`src/rtl/dac_pkg.sv`:
```
// Shared types and constants for the dual-channel SPI DAC slot peripheral.
package dac_pkg;

  typedef enum logic [1:0] {
    ST_IDLE,
    ST_SETUP,
    ST_SHIFT,
    ST_HOLD
  } tx_state_t;

  localparam logic [1:0] ADDR_CH_A = 2'd0;
  localparam logic [1:0] ADDR_CH_B = 2'd1;
  localparam logic [1:0] ADDR_CTRL = 2'd2;

  localparam int FRAME_W = 16;
  localparam int PD_LSB  = 12;
  localparam int PD_W    = 2;

  function automatic logic [FRAME_W-1:0] make_frame(input logic [PD_W-1:0]   pd,
                                                    input logic [PD_LSB-1:0] code);
    return {2'b00, pd, code};
  endfunction

endpackage

```
`src/rtl/dac_if.sv`:
```
// MMIO slot bus between the processor and the DAC core.
interface dac_if;
  logic        cs;
  logic        read;
  logic        write;
  logic [4:0]  reg_addr;
  logic [31:0] wr_data;
  logic [31:0] rd_data;

  modport master (output cs, read, write, reg_addr, wr_data, input rd_data);
  modport slave  (input cs, read, write, reg_addr, wr_data, output rd_data);
endinterface

```
`src/rtl/dac_spi_tx.sv`:
```
// Serialises two 16-bit DAC frames in lockstep on shared SCLK/SYNC with registered pins.
// state    | meaning
// ST_IDLE  | sync high, sclk high, waiting for start
// ST_SETUP | sync low, bit 15 on data lines, CLK_DIV cycles before first fall
// ST_SHIFT | 16 bits, sclk low then high for CLK_DIV cycles each
// ST_HOLD  | sync high for 2*CLK_DIV cycles; restarts directly if start is high
module dac_spi_tx
  import dac_pkg::*;
#(
  parameter int CLK_DIV = 2
) (
  input  logic               clk,
  input  logic               reset,
  input  logic               start,
  input  logic [FRAME_W-1:0] frame_a,
  input  logic [FRAME_W-1:0] frame_b,
  output logic               busy,
  output logic               frame_done,
  output logic               dac_sclk,
  output logic               dac_sync_n,
  output logic               dac_d0,
  output logic               dac_d1
);

  localparam int CNT_W = $clog2(2 * CLK_DIV);
  localparam logic [CNT_W-1:0] HALF_CNT = CNT_W'(CLK_DIV - 1);
  localparam logic [CNT_W-1:0] HOLD_CNT = CNT_W'(2 * CLK_DIV - 1);

  tx_state_t          state, state_nxt;
  logic [CNT_W-1:0]   cnt, cnt_nxt;
  logic [3:0]         bit_cnt, bit_cnt_nxt;
  logic [FRAME_W-1:0] sh_a, sh_a_nxt, sh_b, sh_b_nxt;
  logic               sclk, sclk_nxt, sync_n, sync_n_nxt;
  logic               d0, d0_nxt, d1, d1_nxt;
  logic               load;

  always_ff @(posedge clk or negedge reset) begin
    if (!reset) begin
      state   <= ST_IDLE;
      cnt     <= '0;
      bit_cnt <= '0;
      sh_a    <= '0;
      sh_b    <= '0;
      sclk    <= 1'b1;
      sync_n  <= 1'b1;
      d0      <= 1'b0;
      d1      <= 1'b0;
    end else begin
      state   <= state_nxt;
      cnt     <= cnt_nxt;
      bit_cnt <= bit_cnt_nxt;
      sh_a    <= sh_a_nxt;
      sh_b    <= sh_b_nxt;
      sclk    <= sclk_nxt;
      sync_n  <= sync_n_nxt;
      d0      <= d0_nxt;
      d1      <= d1_nxt;
    end
  end

  always_comb begin
    state_nxt   = state;
    cnt_nxt     = cnt;
    bit_cnt_nxt = bit_cnt;
    sh_a_nxt    = sh_a;
    sh_b_nxt    = sh_b;
    sclk_nxt    = sclk;
    sync_n_nxt  = sync_n;
    d0_nxt      = d0;
    d1_nxt      = d1;
    load        = 1'b0;
    frame_done  = (state == ST_HOLD) && (cnt == '0);

    case (state)
      ST_IDLE: load = start;
      ST_SETUP: begin
        if (cnt != '0) cnt_nxt = cnt - CNT_W'(1);
        else begin
          state_nxt   = ST_SHIFT;
          cnt_nxt     = HALF_CNT;
          sclk_nxt    = 1'b0;
          bit_cnt_nxt = 4'd15;
        end
      end
      ST_SHIFT: begin
        if (cnt != '0) cnt_nxt = cnt - CNT_W'(1);
        else if (!sclk) begin
          // rising edge: present the next bit so it is stable by the next fall
          sclk_nxt = 1'b1;
          cnt_nxt  = HALF_CNT;
          sh_a_nxt = sh_a << 1;
          sh_b_nxt = sh_b << 1;
          d0_nxt   = sh_a[FRAME_W-2];
          d1_nxt   = sh_b[FRAME_W-2];
        end else if (bit_cnt == 4'd0) begin
          state_nxt  = ST_HOLD;
          sync_n_nxt = 1'b1;
          cnt_nxt    = HOLD_CNT;
          d0_nxt     = 1'b0;
          d1_nxt     = 1'b0;
        end else begin
          sclk_nxt    = 1'b0;
          cnt_nxt     = HALF_CNT;
          bit_cnt_nxt = bit_cnt - 4'd1;
        end
      end
      ST_HOLD: begin
        if (cnt != '0) cnt_nxt = cnt - CNT_W'(1);
        else if (start) load = 1'b1;
        else state_nxt = ST_IDLE;
      end
      default: state_nxt = ST_IDLE;
    endcase

    if (load) begin
      state_nxt  = ST_SETUP;
      cnt_nxt    = HALF_CNT;
      sh_a_nxt   = frame_a;
      sh_b_nxt   = frame_b;
      sclk_nxt   = 1'b1;
      sync_n_nxt = 1'b0;
      d0_nxt     = frame_a[FRAME_W-1];
      d1_nxt     = frame_b[FRAME_W-1];
    end
  end

  assign busy       = (state != ST_IDLE);
  assign dac_sclk   = sclk;
  assign dac_sync_n = sync_n;
  assign dac_d0     = d0;
  assign dac_d1     = d1;

endmodule

```
`src/rtl/dac_core.sv`:
```
// Slot-bus DAC peripheral: channel code registers, start/pending/done control, status readback.
module dac_core
  import dac_pkg::*;
#(
  parameter int CLK_DIV = 2,
  parameter int DATA_W  = 12
) (
  input  logic clk,
  input  logic reset,
  dac_if.slave bus,
  output logic dac_sclk,
  output logic dac_sync_n,
  output logic dac_d0,
  output logic dac_d1
);

  logic [DATA_W-1:0] code_a, code_b;
  logic [PD_W-1:0]   pd_a, pd_b;
  logic              pending, done, start_q;
  logic              tx_busy, tx_start, frame_done, busy;
  logic              wr_en, start_wr, pend_req;
  logic [1:0]        addr;
  logic [31:0]       rd_mux;

  assign addr     = bus.reg_addr[1:0];
  assign wr_en    = bus.cs & bus.write;
  assign start_wr = wr_en && (addr == ADDR_CTRL) && bus.wr_data[0];
  assign busy     = tx_busy | pending;
  // a start landing on the very cycle a frame finishes must still chain a new frame
  assign pend_req = pending | (start_wr & busy);
  assign tx_start = start_q | pend_req;

  always_ff @(posedge clk or negedge reset) begin
    if (!reset) begin
      code_a  <= '0;
      code_b  <= '0;
      pd_a    <= '0;
      pd_b    <= '0;
      pending <= 1'b0;
      done    <= 1'b0;
      start_q <= 1'b0;
    end else begin
      start_q <= start_wr & ~busy;
      if (wr_en && addr == ADDR_CH_A) begin
        code_a <= bus.wr_data[DATA_W-1:0];
        pd_a   <= bus.wr_data[PD_LSB+PD_W-1:PD_LSB];
      end
      if (wr_en && addr == ADDR_CH_B) begin
        code_b <= bus.wr_data[DATA_W-1:0];
        pd_b   <= bus.wr_data[PD_LSB+PD_W-1:PD_LSB];
      end
      pending <= frame_done ? 1'b0 : pend_req;
      if (frame_done && !pend_req) done <= 1'b1;
      else if (start_wr) done <= 1'b0;
    end
  end

  always_comb begin
    rd_mux = '0;
    case (addr)
      ADDR_CH_A: rd_mux = 32'({pd_a, code_a});
      ADDR_CH_B: rd_mux = 32'({pd_b, code_b});
      ADDR_CTRL: rd_mux = {30'b0, done, busy};
      default:   rd_mux = '0;
    endcase
  end

  assign bus.rd_data = rd_mux;

  logic unused_bus;
  assign unused_bus = &{1'b0, bus.read, bus.reg_addr[4:2], bus.wr_data[31:PD_LSB+PD_W]};

  dac_spi_tx #(.CLK_DIV(CLK_DIV)) u_tx (
    .clk        (clk),
    .reset      (reset),
    .start      (tx_start),
    .frame_a    (make_frame(pd_a, code_a)),
    .frame_b    (make_frame(pd_b, code_b)),
    .busy       (tx_busy),
    .frame_done (frame_done),
    .dac_sclk   (dac_sclk),
    .dac_sync_n (dac_sync_n),
    .dac_d0     (dac_d0),
    .dac_d1     (dac_d1)
  );

endmodule

```
`src/flat_wrapper.sv`:
```
// flat-port wrapper written by rule: the top's interface ports become plain ports
module dac_core_flat import dac_pkg::*;
#(
  parameter int CLK_DIV = 2,
  parameter int DATA_W  = 12
)
  (clk, reset, dac_sclk, dac_sync_n, dac_d0, dac_d1, bus_cs, bus_read, bus_write, bus_reg_addr, bus_wr_data, bus_rd_data);
  dac_if bus_i ();
  input  logic clk;
  input  logic reset;
  output logic dac_sclk;
  output logic dac_sync_n;
  output logic dac_d0;
  output logic dac_d1;
  input wire logic [$bits(bus_i.cs)-1:0] bus_cs;
  input wire logic [$bits(bus_i.read)-1:0] bus_read;
  input wire logic [$bits(bus_i.write)-1:0] bus_write;
  input wire logic [$bits(bus_i.reg_addr)-1:0] bus_reg_addr;
  input wire logic [$bits(bus_i.wr_data)-1:0] bus_wr_data;
  output wire logic [$bits(bus_i.rd_data)-1:0] bus_rd_data;
  assign bus_i.cs = bus_cs;
  assign bus_i.read = bus_read;
  assign bus_i.write = bus_write;
  assign bus_i.reg_addr = bus_reg_addr;
  assign bus_i.wr_data = bus_wr_data;
  assign bus_rd_data = bus_i.rd_data;
  dac_core #(.CLK_DIV(CLK_DIV), .DATA_W(DATA_W)) u_core (.clk(clk), .reset(reset), .bus(bus_i), .dac_sclk(dac_sclk), .dac_sync_n(dac_sync_n), .dac_d0(dac_d0), .dac_d1(dac_d1));
endmodule
```
`config.mk`:
```
export PLATFORM = sky130hd
export DESIGN_NAME = dac_core_flat
export DESIGN_NICKNAME = d
export VERILOG_FILES = /design/src/rtl/dac_pkg.sv /design/src/rtl/dac_if.sv /design/src/rtl/dac_spi_tx.sv /design/src/rtl/dac_core.sv /design/src/flat_wrapper.sv
export SDC_FILE = /design/constraint.sdc
export NUM_CORES = 1
export LEC_CHECK = 0
export ABC_CLOCK_PERIOD_IN_PS = 2550
export BUFFER_PORTS_ARGS = -buffer_cell sky130_fd_sc_hd__buf_4
export CAP_MARGIN = 20
export CORE_UTILIZATION = 55
export CTS_CLUSTER_DIAMETER = 120
export DETAILED_ROUTE_END_ITERATION = 8
export PLACE_DENSITY = 0.8
export SLEW_MARGIN = 30
export SYNTH_ARGS = -nofsm -noshare
export SYNTH_HDL_FRONTEND = slang
export SYNTH_HIERARCHICAL = 1
export SYNTH_SLANG_ARGS = --single-unit
```
`constraint.sdc`:
```
create_clock -name clk -period 2.55 [get_ports clk]
set_input_delay 0.255 -clock clk [delete_from_list [all_inputs] [get_ports clk]]
set_output_delay 0.255 -clock clk [all_outputs]
set_load 0.03 [all_outputs]
```
== Yosys cells after proc, flatten, opt, wreduce, memory -nomap -nowiden ==
Cells that the tools add are included.

* Add/subtract/negate cells: 2
* Eq/ne operators: 19
* Multiplexer cells: 55
* Bitwise gates (word level): 7
* Reduce and logical (&&, ||, !) cells: 27

{| class="wikitable"
|+ Operator list
! operator !! count
|-
| 2-to-1 mux 15 bit || 8
|-
| case mux 14 bit (3 select lines) || 1
|-
| 2-to-1 mux 2 bit || 13
|-
| 2-to-1 mux 1 bit || 24
|-
| inequality test 3 bit, second input constant || 6
|-
| 2-to-1 mux 4 bit || 4
|-
| nonzero test 2 bit || 7
|-
| case mux 2 bit (3 select lines) || 2
|-
| inequality test 2 bit, second input constant || 5
|-
| AND reduction 3 bit || 3
|-
| case mux 4 bit (2 select lines) || 1
|-
| AND reduction 7 bit || 1
|-
| == test 2 bit, second input constant || 3
|-
| logical AND 1 bit || 6
|-
| logical NOT 2 bit || 3
|-
| AND reduction 5 bit || 1
|-
| == test 2 x 1 -> 1 bit, second input constant || 2
|-
| logical NOT 4 bit || 1
|-
| case mux 1 bit (2 select lines) || 2
|-
| AND reduction 4 bit || 1
|-
| nonzero test 4 bit || 1
|-
| subtractor 4 x 1 -> 4 bit, second input constant || 1
|-
| AND 1 bit || 3
|-
| inequality test 3 x 1 -> 1 bit, second input constant || 1
|-
| 8 further kinds || 10
|}

* Bits in registers: 73
* Input port bits: 42
* Logic and storage cells: 126

== Logic depth before layout (Yosys ltp) ==
* Depth after elaboration: 11
* Depth in mapped cells: 11
* Mapped depth without buffers: 10

== Modules after synthesis ==
Netlist, hierarchy kept.

{| class="wikitable"
|+ By module, submodules not included
! module !! times used !! cells each !! area each (µm²) !! seq. area each (µm²)
|-
| dac_spi_tx || 1 || 248 || 2144.6 || 1053.5
|-
| dac_core || 1 || 126 || 1667.8 || 775.7
|}

== Worst setup path after synthesis ==
Ideal clock, no wire load.

* Path type: reg2reg
* From: register u_core.u_tx.state[0]
* To: register u_core.u_tx.state[0]
* Data arrival time: 1927 ps
* Required time: 2424 ps
* Setup slack: 497 ps
* Cell stages (with the launch flop): 10
* Path through: dfrtp_1 inv_1 ha_1 inv_1 nand4b_1 nor2_1 or3_1 nor2b_1 o21a_1 o32a_1

* Word-level cells in the longest chain between the ends: 10
* Elaborated cells on any way between the ends: 22
* Classes of those cells: 9 x eq/ne; 5 x mux; 4 x bitwise; 4 x reduce/logical

{| class="wikitable"
|+ RTL lines
! what !! RTL line !! RTL
|-
| start: declaration || dac_spi_tx.sv:29 || <nowiki>tx_state_t state, state_nxt;</nowiki>
|-
| start signal: assignment || dac_spi_tx.sv:49 || <nowiki>state <= state_nxt;</nowiki>
|-
| nonzero test 2 bit * || dac_spi_tx.sv:127 || <nowiki>assign busy = (state != ST_IDLE);</nowiki>
|-
| via u_core.tx_busy || dac_core.sv:20 || <nowiki>logic tx_busy, tx_start, frame_done, busy;</nowiki>
|-
| OR 1 bit * || dac_core.sv:28 || <nowiki>assign busy = tx_busy | pending;</nowiki>
|-
| AND 1 bit * || dac_core.sv:30 || <nowiki>assign pend_req = pending | (start_wr & busy);</nowiki>
|-
| OR 1 bit * || dac_core.sv:30 ||
|-
| OR 1 bit * || dac_core.sv:31 || <nowiki>assign tx_start = start_q | pend_req;</nowiki>
|-
| via u_core.tx_start || dac_core.sv:20 ||
|-
| 2-to-1 mux 1 bit || dac_spi_tx.sv:109 || <nowiki>else if (start) load = 1'b1;</nowiki>
|-
| 2-to-1 mux 1 bit || dac_spi_tx.sv:108 || <nowiki>if (cnt != '0) cnt_nxt = cnt - CNT_W'(1);</nowiki>
|-
| case mux 1 bit (2 select lines) || dac_spi_tx.sv:74 || <nowiki>case (state)</nowiki>
|-
| inequality test 3 bit (no line) or nonzero test 4 bit (tied branches) || -- ||
|-
| AND reduction 7 bit (no line) || -- ||
|}

The timed path passes the listed nets; every way through them passes the cells marked *.
A chain may end at the register's enable or synchronous reset.

== Worst setup path in the final report ==
* From: register u_core.u_tx.state[0]
* To: register u_core.u_tx.sh_a[3]

* Word-level cells in the longest chain between the ends: 10
* Elaborated cells on any way between the ends: 16
* Classes of those cells: 4 x eq/ne; 4 x mux; 4 x bitwise; 4 x reduce/logical

{| class="wikitable"
|+ RTL lines
! what !! RTL line !! RTL
|-
| nonzero test 2 bit * || dac_spi_tx.sv:127 ||
|-
| via u_core.tx_busy || dac_core.sv:20 ||
|-
| OR 1 bit * || dac_core.sv:28 ||
|-
| AND 1 bit * || dac_core.sv:30 ||
|-
| OR 1 bit * || dac_core.sv:30 ||
|-
| OR 1 bit * || dac_core.sv:31 ||
|-
| via u_core.tx_start || dac_core.sv:20 ||
|-
| 2-to-1 mux 1 bit || dac_spi_tx.sv:109 ||
|-
| 2-to-1 mux 1 bit || dac_spi_tx.sv:108 ||
|-
| case mux 1 bit (2 select lines) * || dac_spi_tx.sv:74 ||
|-
| inequality test 2 bit (no line) (tied with other cells) || -- ||
|-
| AND reduction 3 bit (no line) || -- ||
|-
| end signal: assignment || dac_spi_tx.sv:52 || <nowiki>sh_a <= sh_a_nxt;</nowiki>
|-
| end: declaration || dac_spi_tx.sv:32 || <nowiki>logic [FRAME_W-1:0] sh_a, sh_a_nxt, sh_b, sh_b_nxt;</nowiki>
|}

Marked as above.

==> metrics.md <==
| Metric | Value |
|---|---|
| Status | completed |
| Setup TNS | 0 ps |
| Maxcap violations | 0 |
| Hold Crit Class | input pin to flop |
| Min-delay src | bus_wr_data[6] |
| Die width | 85.3 µm |
| Root buf cell | clkbuf_8 |
| Avg Cell Area, Syn | 10.2 µm² |
| Placed Area | 4060 µm² |
| Tot GR Track Use | 0.218 |
| Number of antenna violations at the first check in global routing | 0 |
| Synth Area in Compound Gates | 0.0994 |
| Synth unique cells | 47 |
| Commonest non-fill, non-tap cell in the layout | dfrtp_1 |
| Vias per cell | 5.60 |
| Grt ovf | 0 |
| FFs w/ async S/R, synth | 1.00 |
| Post-DP HPWL | 4840 µm |
| Main combinational cell family by area after synthesis | simple AND/OR/NAND/NOR gates |
| Clock skew | 9.07 ps |
| Nets | 460 |
| N_diodes | 0 |
| Pre-antenna DRT Iters | 5 |
| Die area | 7270 µm² |
| Setup Viol. Count Final | 0 |
| Mux contribution to synthesized area | 0.148 |
| YS warnings | 6 |
| Most frequent cells in the layout | dfrtp_1, nand2_1, nor2_1 |
| Mapped Area | 3810 µm² |
| Global-route wire length before repair | 12,300 µm |
| Initial Utilization | 0.584 |
| Antenna viol nets, final | 0 |
| Largest net degree at the start of global routing | 74 |
| CTS Buf Count | 9 |
| Placer Congestion | 0.791 |
| Clk Latency, worst-skew pair | 350 ps |
| Routed via count | 2,763 |
| Synth area leader | dfrtp_1 |
| Share of post-route cells with drive strength above 1 | 0.226 |
| DRC viols | 0 |
| Reg2reg start | u_core/u_tx/state[0]$_DFFE_PN0P_ |
| CTS tree | yes |
| Synth Area in XOR/XNOR | 0 |
| Cell count after synthesis | 374 |
| Least-Margin Pin Slew | 650 ps |
| Top cell type's share of synthesized area | 0.466 |
| Drt wl/cell | 15.1 µm |
| CTS Buffer Depth | 2 |
| Worst slew margin | 0.567 |
| Buffers on Ports | 37 |
| Critical Path Slowest Stage Cell | dfrtp_1 |
| Hold_ws | 138 ps |
| Power Total | 0.00459 W |
| Post-synth EDFFs | 0 |
| Largest cells by area after synthesis | dfrtp_1, mux2_4, nand2_1, nor2_1, a31oi_1 |
| Total routed wirelength | 7460 µm |
| Critical setup path kind | flop to flop |
| Initial DRC count | 218 |
| Synthesized flop and latch total | 73 |
| Die H | 85.3 µm |
| Leak | 2.07 nW |
| Setup repair bufs after CTS | 0 |
| Area Overhead vs Synth | 11.9% |
| Startpoint types | flop |
| Htree depth | 3 |
| Final hold vios | 0 |
| Max Slew Vio Count | 0 |
| Power Density | 1080 nW/µm² |
| CP arrival | 2670 ps |
| Critical Path Source | u_core/u_tx/state[0]$_DFFE_PN0P_ |
| Max IR drop VDD | 490 µV |
| CP peak stage delay | 420 ps |
| Clk sinks | 73 |
| Core Box Area | 6530 µm² |
| Register area share after synthesis | 0.480 |
| Fmax | 0.416 GHz |
| Cell area after layout | 4270 µm² |
| WP buf/inv | 3 |
| Setup WS pre-CTS | 98.1 ps |
| Std-Cell Rows | 29 |
| RSZ-0062 raised after global routing | no |
| Crit-path max FO | 22 |
| Vias in the first global route | 2,603 |
| Synth Area in Simple Gates | 0.163 |
| Ports | 78 |
| CP top delay family | simple AND/OR/NAND/NOR gates |
| CP required | 2810 ps |
| Primary FF master, synth | dfrtp_1 |
| Worst Setup Slack, final | 148 ps |
| Clk slew on worst S/H paths | 80 ps |
| Crit path capture type | flop |
| Period utilization | 0.942 |
| Adder-Cell Fraction of Synth Area | 0.0230 |
| Min cycle time layout | 2400 ps |
| Crit-path cells | inv_1 > ha_2 > inv_1 > nand4b_1 > nor2_1 > or3_1 > nor2b_2 > o21ai_4 > buf_12 > nor2_1 > a31oi_1 |
-- through the flow --
stage / instances / utilization
after floorplan: 395 / -
after global placement: 476 / 0.621
after detailed placement: 476 / 0.621
after CTS: 492 / 0.650
after global routing: 493 / 0.653
final: 493 / 0.653
-- where the power goes --
part	switching, W	internal, W	total (W)	leakage (nW)
registers	0.000309	0.00162	0.00193	0.878
clock network	0.000426	0.000451	0.000876	0.0933
logic	0.000985	0.000803	0.00179	1.10
-- kinds of logic (layout without fill, tap and decap cells) --
| family | after synthesis | after routing |
|---|---|---|
| simple gates | 142 | 142 |
| flops | 73 | 73 |
| compound gates | 56 | 56 |
| buf+inv | 49 | 70 |
| mux | 46 | 46 |
| fa+ha+maj | 7 | 7 |
| other cells | 1 | 22 |
-- synthesized netlist by cell type, types with 3 or more instances --
| master | number |
|---|---|
| a21oi_1 | 4 |
| a31oi_1 | 30 |
| buf_2 | 5 |
| buf_4 | 20 |
| buf_6 | 6 |
| clkbuf_1 | 7 |
| dfrtp_1 | 71 |
| ha_1 | 7 |
| inv_1 | 10 |
| mux2_2 | 10 |
| mux2_4 | 18 |
| mux2i_1 | 16 |
| nand2_1 | 67 |
| nand3_1 | 5 |
| nor2_1 | 52 |
| nor2b_1 | 3 |
| o21ai_0 | 4 |
-- layer usage --
metal,vias to the layer above,wire length [µm],GRT usage
li1,1317,-,-
met1,1347,3470,0.301
met2,92,3580,0.344
met3,7,334,0.0399
met4,0,85,0.0864
met5,-,0,0
-- registers in the layout, summed over array words and instances, names as in the netlist --
register,cells
u_core/u_tx/sh_a,15
u_core/u_tx/state,2
u_core/done,1
u_core/u_tx/dac_d0,1
u_core/u_tx/dac_sclk,1
u_core/pending,1
u_core/u_tx/dac_d1,1
u_core/u_tx/dac_sync_n,1
u_core/u_tx/bit_cnt,4
u_core/code_a,12
u_core/u_tx/cnt,2
u_core/code_b,12
u_core/start_q,1
u_core/pd_a,2
u_core/pd_b,2
u_core/u_tx/sh_b,15
-- area by class of cell --
class | instances | area, µm²
clock inverter | 5 | 56.3
inverter | 10 | 37.5
multi-input combinational | 273 | 1740
sequential | 73 | 1830
fill | 495 | 2270
timing repair buffer | 44 | 374
clock buffer | 11 | 131
tap | 77 | 96.3
-- repair_timing --
| item | in CTS | in global routing |
|---|---|---|
| hold buffers | 0 | 1 |
| endpoints found under the hold margin | 0 | 71 |
| gates resized for setup | 0 | 2 |
| setup endpoints to repair | 0 | 26 |
-- final timing paths --
path                                                   end  slack [ps]  cells after the start
min in group asynchronous   u_core/u_tx/cnt[0]$_DFFE_PN0P_         470                      2
min reg2reg                u_core/u_tx/sh_b[0]$_DFFE_PN0P_         510                      2
min                           u_core/code_a[6]$_DFFE_PN0P_         140                      2
max                        u_core/u_tx/sh_a[3]$_DFFE_PN0P_         150                     11
max reg2reg                u_core/u_tx/sh_a[3]$_DFFE_PN0P_         150                     11
max in group asynchronous  u_core/u_tx/sh_a[9]$_DFFE_PN0P_        1620                      2
-- worst register-to-register path, stage by stage, from the launching register on --
cell      delay (ps)
dfrtp_1          420
inv_1            100
ha_2             260
inv_1            110
nand4b_1         110
nor2_1            80
or3_1            370
nor2b_2          210
o21ai_4          220
buf_12           230
nor2_1            60
a31oi_1          160
Note: power is estimated with default switching activity, not from simulation.
